**src/rtl/rat_mul_sched.sv**
```systemverilog
// Round-robin scheduler for two requesters sharing one rational
// mul/div datapath; tagged result with zero-den flag, valid/ready.
//
// Ports:
//  clk, rst_n                       clock, async active-low reset
//  req_valid/req_ready [1:0]        per-requester handshake
//  req_div [1:0]                    1 = l/r, 0 = l*r
//  req_{l,r}_{num,den} [2*WIDTH]    slice i = [i*WIDTH +: WIDTH]
//  res_valid/res_ready              result handshake
//  res_tag, res_num, res_den        issuing requester and result
//  res_err                          result denominator is zero
module rat_mul_sched #(
  parameter int WIDTH = 32
) (
  input  logic               clk,
  input  logic               rst_n,
  input  logic [1:0]         req_valid,
  output logic [1:0]         req_ready,
  input  logic [1:0]         req_div,
  input  logic [2*WIDTH-1:0] req_l_num,
  input  logic [2*WIDTH-1:0] req_l_den,
  input  logic [2*WIDTH-1:0] req_r_num,
  input  logic [2*WIDTH-1:0] req_r_den,
  output logic               res_valid,
  input  logic               res_ready,
  output logic               res_tag,
  output logic [WIDTH-1:0]   res_num,
  output logic [WIDTH-1:0]   res_den,
  output logic               res_err
);

  typedef enum logic [1:0] {
    IDLE,
    EXEC,
    DONE
  } state_t;

  typedef struct packed {
    logic             div;
    logic [WIDTH-1:0] l_num;
    logic [WIDTH-1:0] l_den;
    logic [WIDTH-1:0] r_num;
    logic [WIDTH-1:0] r_den;
  } op_t;

  state_t state_q, state_d;
  op_t    op_q, op_d;
  logic   tag_q, tag_d;
  logic   last_q, last_d;

  logic [WIDTH-1:0] s_num_q;
  logic [WIDTH-1:0] s_den_q;

  logic [1:0] gnt;
  logic       gnt_idx;
  logic       win;
  logic       acc;

  // Requester != last grant wins a tie.
  always_comb begin
    gnt = 2'b00;
    unique case (1'b1)
      (req_valid == 2'b11): gnt = last_q ? 2'b01 : 2'b10;
      (req_valid == 2'b01): gnt = 2'b01;
      (req_valid == 2'b10): gnt = 2'b10;
      default:              gnt = 2'b00;
    endcase
  end

  assign gnt_idx = gnt[1];

  // Gated by rst_n so req_ready reads 0 while reset is held.
  assign win = rst_n
             & ((state_q == IDLE)
             | ((state_q == DONE) & res_ready));

  assign req_ready = win ? gnt : 2'b00;
  assign acc       = |req_ready;

  always_comb begin
    state_d = state_q;
    op_d    = op_q;
    tag_d   = tag_q;
    last_d  = last_q;
    unique case (state_q)
      IDLE: if (acc) state_d = EXEC;
      EXEC: state_d = DONE;
      DONE: begin
        if (acc)            state_d = EXEC;
        else if (res_ready) state_d = IDLE;
      end
      default: state_d = IDLE;
    endcase
    if (acc) begin
      tag_d  = gnt_idx;
      last_d = gnt_idx;
      if (gnt_idx) begin
        op_d.div   = req_div[1];
        op_d.l_num = req_l_num[2*WIDTH-1:WIDTH];
        op_d.l_den = req_l_den[2*WIDTH-1:WIDTH];
        op_d.r_num = req_r_num[2*WIDTH-1:WIDTH];
        op_d.r_den = req_r_den[2*WIDTH-1:WIDTH];
      end else begin
        op_d.div   = req_div[0];
        op_d.l_num = req_l_num[WIDTH-1:0];
        op_d.l_den = req_l_den[WIDTH-1:0];
        op_d.r_num = req_r_num[WIDTH-1:0];
        op_d.r_den = req_r_den[WIDTH-1:0];
      end
    end
  end

  always_ff @(posedge clk or negedge rst_n) begin
    if (!rst_n) begin
      state_q <= IDLE;
      op_q    <= '0;
      tag_q   <= 1'b0;
      last_q  <= 1'b1;
    end else begin
      state_q <= state_d;
      op_q    <= op_d;
      tag_q   <= tag_d;
      last_q  <= last_d;
    end
  end

  // Shared mul datapath: one-cycle, unreset, truncating.
  // Division cross-multiplies: (ln/ld)/(rn/rd) = ln*rd / ld*rn.
  always_ff @(posedge clk) begin
    if (state_q == EXEC) begin
      s_num_q <= op_q.l_num
               * (op_q.div ? op_q.r_den : op_q.r_num);
      s_den_q <= op_q.l_den
               * (op_q.div ? op_q.r_num : op_q.r_den);
    end
  end

  assign res_valid = (state_q == DONE);
  assign res_tag   = tag_q;
  assign res_num   = s_num_q;
  assign res_den   = s_den_q;
  assign res_err   = res_valid & (s_den_q == '0);

endmodule

```
**config.mk**
```make
export PLATFORM = sky130hd
export DESIGN_NAME = rat_mul_sched
export DESIGN_NICKNAME = d
export VERILOG_FILES = /design/src/rtl/rat_mul_sched.sv
export SDC_FILE = /design/constraint.sdc
export NUM_CORES = 2
export LEC_CHECK = 0
export ABC_AREA = 0
export BUFFER_PORTS_ARGS = -buffer_cell sky130_fd_sc_hd__buf_2
export CORE_UTILIZATION = 49
export CTS_CLUSTER_DIAMETER = 150
export DETAILED_ROUTE_END_ITERATION = 7
export GPL_TIMING_DRIVEN = 1
export PLACE_DENSITY_LB_ADDON = 0.08
export SKIP_LAST_GASP = 1
export SLEW_MARGIN = 25
export SYNTH_ARGS = -nofsm -noshare
export SYNTH_HDL_FRONTEND = slang
export SYNTH_SLANG_ARGS = --single-unit
export TNS_END_PERCENT = 10
```
**constraint.sdc**
```tcl
create_clock -name clk -period 11.2 [get_ports clk]
set_clock_uncertainty 0.05 [all_clocks]
set_input_delay 1.12 -clock clk [delete_from_list [all_inputs] [get_ports clk]]
set_output_delay 1.12 -clock clk [all_outputs]
set_load 0.05 [all_outputs]
```
==> results.sh <==
export IMPL_run_status="complete, but fails checks"
export IMPL_violated_checks="design-rule violations"
export IMPL_wl_mm=113
export IMPL_async_flop_share_pct=67.5
export IMPL_synth_simple_area_share_pct=16.0
export IMPL_count_of_input_and_output_buffers=331
export IMPL_postSynthRegisterBits=197
export IMPL_first_global_vias=29679
export IMPL_synth_area_leaders="fa_1 (41%), and2_1 (8.2%), dfrtp_1 (8.2%)"
export IMPL_placed_cells_incl_taps=5446
export IMPL_synth_sequential_area_ratio_pct=13.1
export IMPL_routedWlPerCell_um=20.6
export IMPL_postCtsResizedCells=0
export IMPL_finalInstanceArea_um2=43300
export IMPL_synth_area_mux_share_pct=5.12
export IMPL_post_synth_num_cell_types=56
export IMPL_final_setup_tns_ns=0
export IMPL_maxSlewHeadroom_pct=27.3
export IMPL_antenna_found_initial=2
export IMPL_main_combinational_cell_family_by_area_after_synthesis="adder cells"
export IMPL_insertion_delay_ns=0.55
export IMPL_ratio_of_routed_vias_to_standard_cells=5.21
export IMPL_synth_net_count=5562
export IMPL_drt_pre_antenna_iters=7
export IMPL_drc=26
export IMPL_path_category_of_the_worst_min_delay_check="register to register"
export IMPL_rsz0062_at_grt="no"
export IMPL_fin_crit_sh_pct=80.2
export IMPL_timing_worst_slew_pin_value_ns=1.09
export IMPL_grt_util_all_layers_pct=28.5
export IMPL_final_layout_size_suffix_gt1_share_pct=10.6
export IMPL_dp_final_hpwl_mm=89.8
export IMPL_i_o_pin_cnt=332
export IMPL_synthesis_area_per_instance_um2=9.49
export IMPL_antenna_violating_nets_post_route=0
export IMPL_clock_tree_htree_level_count=4
export IMPL_first_pass_grt_wire_length_mm=176
export IMPL_grt_max_degree=236
export IMPL_setup_worst_path_end_class="register"
export IMPL_die_x_um=288
export IMPL_synth_compound_area_share_pct=4.05
export IMPL_clock_tree_from_tritoncts="yes"
export IMPL_design_die_area_um2=83200
export IMPL_filler_cell_count=7564
export IMPL_synth_warning_count=0
export IMPL_synth_ff_type="dfrtp_1"
export IMPL_synthCells=4237
export IMPL_clock_tree_buffer_depth=2
export IMPL_period_needed_ns=8.98
export IMPL_die_height_um=288
export IMPL_critical_path_peak_fanout=65
export IMPL_synth_enable_flop_cells=64
export IMPL_area_growth_syn_to_layout_pct=7.69
export IMPL_post_cts_setup_bufs=0
export IMPL_first_iter_violations=1639
export IMPL_type_of_origin_of_the_critical_path="register"
export IMPL_data_arrival_time_at_the_worst_slack_endpoint_ns=9.22
export IMPL_final_slew_violations=0
export IMPL_timing_max_cap_violations=0
export IMPL_grt_ovfl_total=0
export IMPL_instances_no_fill=5479
export IMPL_criticalPathCategory="register to register"
export IMPL_cts_hold_buf=0
export IMPL_clock_fmax_ghz=0.111
export IMPL_netlist_area_before_placement_um2=40200
export IMPL_multi_input_area_um2=31000
export IMPL_clk_pin_slew_ns=0.09
export IMPL_finalSetupViolCount=0
export IMPL_dpl_cell_area_um2=42700
export IMPL_portion_of_synthesized_cell_area_occupied_by_the_leading_cell_type_pct=40.6
export IMPL_post_synth_fa_ha_maj_area_fraction_pct=48.3
export IMPL_gp_congestion=0.871
export IMPL_timing_hold_violations_final=0
export IMPL_worst_ep_required_time_ns=11.44
export IMPL_detailroute_via_count=28542
export IMPL_synth_largest_area_cell="fa_1"
export IMPL_floorplan_initialDensity_pct=49.8
export IMPL_post_synth_xor_area_fraction_pct=3.75
export IMPL_row_count=104
export IMPL_root_buffer="clkbuf_16"
export IMPL_clock_sink_count=197
export IMPL_numCtsBuffers=17
export IMPL_register_to_register_path_setup_slack_ns=2.22
export IMPL_nNetsFinal=5730
export IMPL_register_cell_area_after_layout_um2=5260
export IMPL_core_area_um2=80800
[area by class of cell]
cell class	instances	share of cell area, %
inverters	812	7.04
repair buffers	371	4.56
multi-input cells	3006	71.7
diodes	1	0.00578
flip-flops and latches	197	12.1
clock buffers	17	0.983
well taps	1060	3.06
clock inverters	15	0.494
[kinds of logic (layout without fill, tap and decap cells)]
group                      after synthesis  in the layout
AOI/OAI and AO/OA                      280            280
xor gates and xnor gates               166            166
adders and majority gates             1062           1062
buffers and inverters                 1034           1215
DFF                                    197            197
muxes                                  193            193
other                                    0              1
and+or+nand+nor                       1305           1305
[Yosys cell counts (3+ instances only)]
cell type and number:
clkbuf_1 208, o21a_1 12, xnor2_1 137, nand2b_1 9
a21o_1 18, mux2_4 14, mux2i_1 135, o31ai_1 5
dfrtp_1 132, buf_1 7, xor2_1 25, or3_1 3
xnor3_1 4, nor2b_1 27, ha_1 246, fa_1 816
edfxtp_1 64, nor2_1 37, nor3_1 11, nand3_1 10
a211oi_1 9, a21oi_1 44, nor4_1 8, a211o_1 3
o21ai_0 153, o21bai_1 12, nand2_1 656, and3_1 6
inv_1 812, buf_6 6, a31oi_1 5, mux2_2 43
and2_1 529
[routing by layer]
metal	wire length, um	GRT usage, %
met2	55100	47.0
met3	5850	4.48
met1	49400	39.0
met4	2730	7.71
met5	0	0
[path summary, 6_finish.rpt]
kind | cells past startpoint | from | endpoint
worst max-delay path | 23 | op_q[128] | res_num[30]
worst min-delay path | 2 | op_q[95] | op_q[95]
worst max register to register | 23 | op_q[128] | res_num[30]
worst min register to register | 2 | op_q[95] | op_q[95]
max in group asynchronous | 2 | rst_n | op_q[128]
min in group asynchronous | 1 | rst_n | op_q[64]
[flip-flops by register name, summed over array words and instances (netlist names)]
register	cells
res_den	32
res_num	32
state_q	2
op_q	129
res_tag	1
last_q	1
[cells in the final DEF, fill, tap and decap left out, types with 39 or more instances in the layout]
cell type | netlist | routed
mux2i_1 | 135 | 135
a21oi_1 | 44 | 44
mux2_2 | 43 | 43
buf_4 | 1 | 39
inv_1 | 812 | 812
edfxtp_1 | 64 | 64
o21ai_0 | 153 | 153
fa_1 | 816 | 816
and2_1 | 529 | 529
ha_1 | 246 | 246
dfrtp_1 | 132 | 131
xnor2_1 | 137 | 137
buf_2 | 0 | 330
nand2_1 | 656 | 656
[metrics by stage]
stage          utilization (%)  setup slack, ns  hold slack, ns
2_1_floorplan                -             3.22           0.400
3_3_place_gp              52.8             2.39           0.418
3_5_place_dp              52.8             2.31           0.426
4_1_cts                   53.6             2.28           0.446
5_1_grt                   53.6             1.89           0.479
6_report                  53.6             2.22           0.444
[critical path, cell delays in order (launching register included)]
cell       delay [ns]
dfrtp_4          1.07
mux2_2           0.66
and2_1           0.28
fa_1             0.53
inv_1            0.05
fa_1             0.50
fa_1             0.44
fa_1             0.54
inv_1            0.05
fa_1             0.48
fa_1             0.50
fa_1             0.49
inv_1            0.05
fa_1             0.47
inv_1            0.04
ha_1             0.33
and3_1           0.24
nand3_1          0.14
nor3_1           0.07
a21oi_1          0.31
a21boi_1         0.23
a2111oi_0        0.69
nor4b_1          0.11
or3_1            0.36
Power is left out: the tool's default activity adds up to more than one toggle a clock period on the data nets, which glitch-free logic cannot reach.
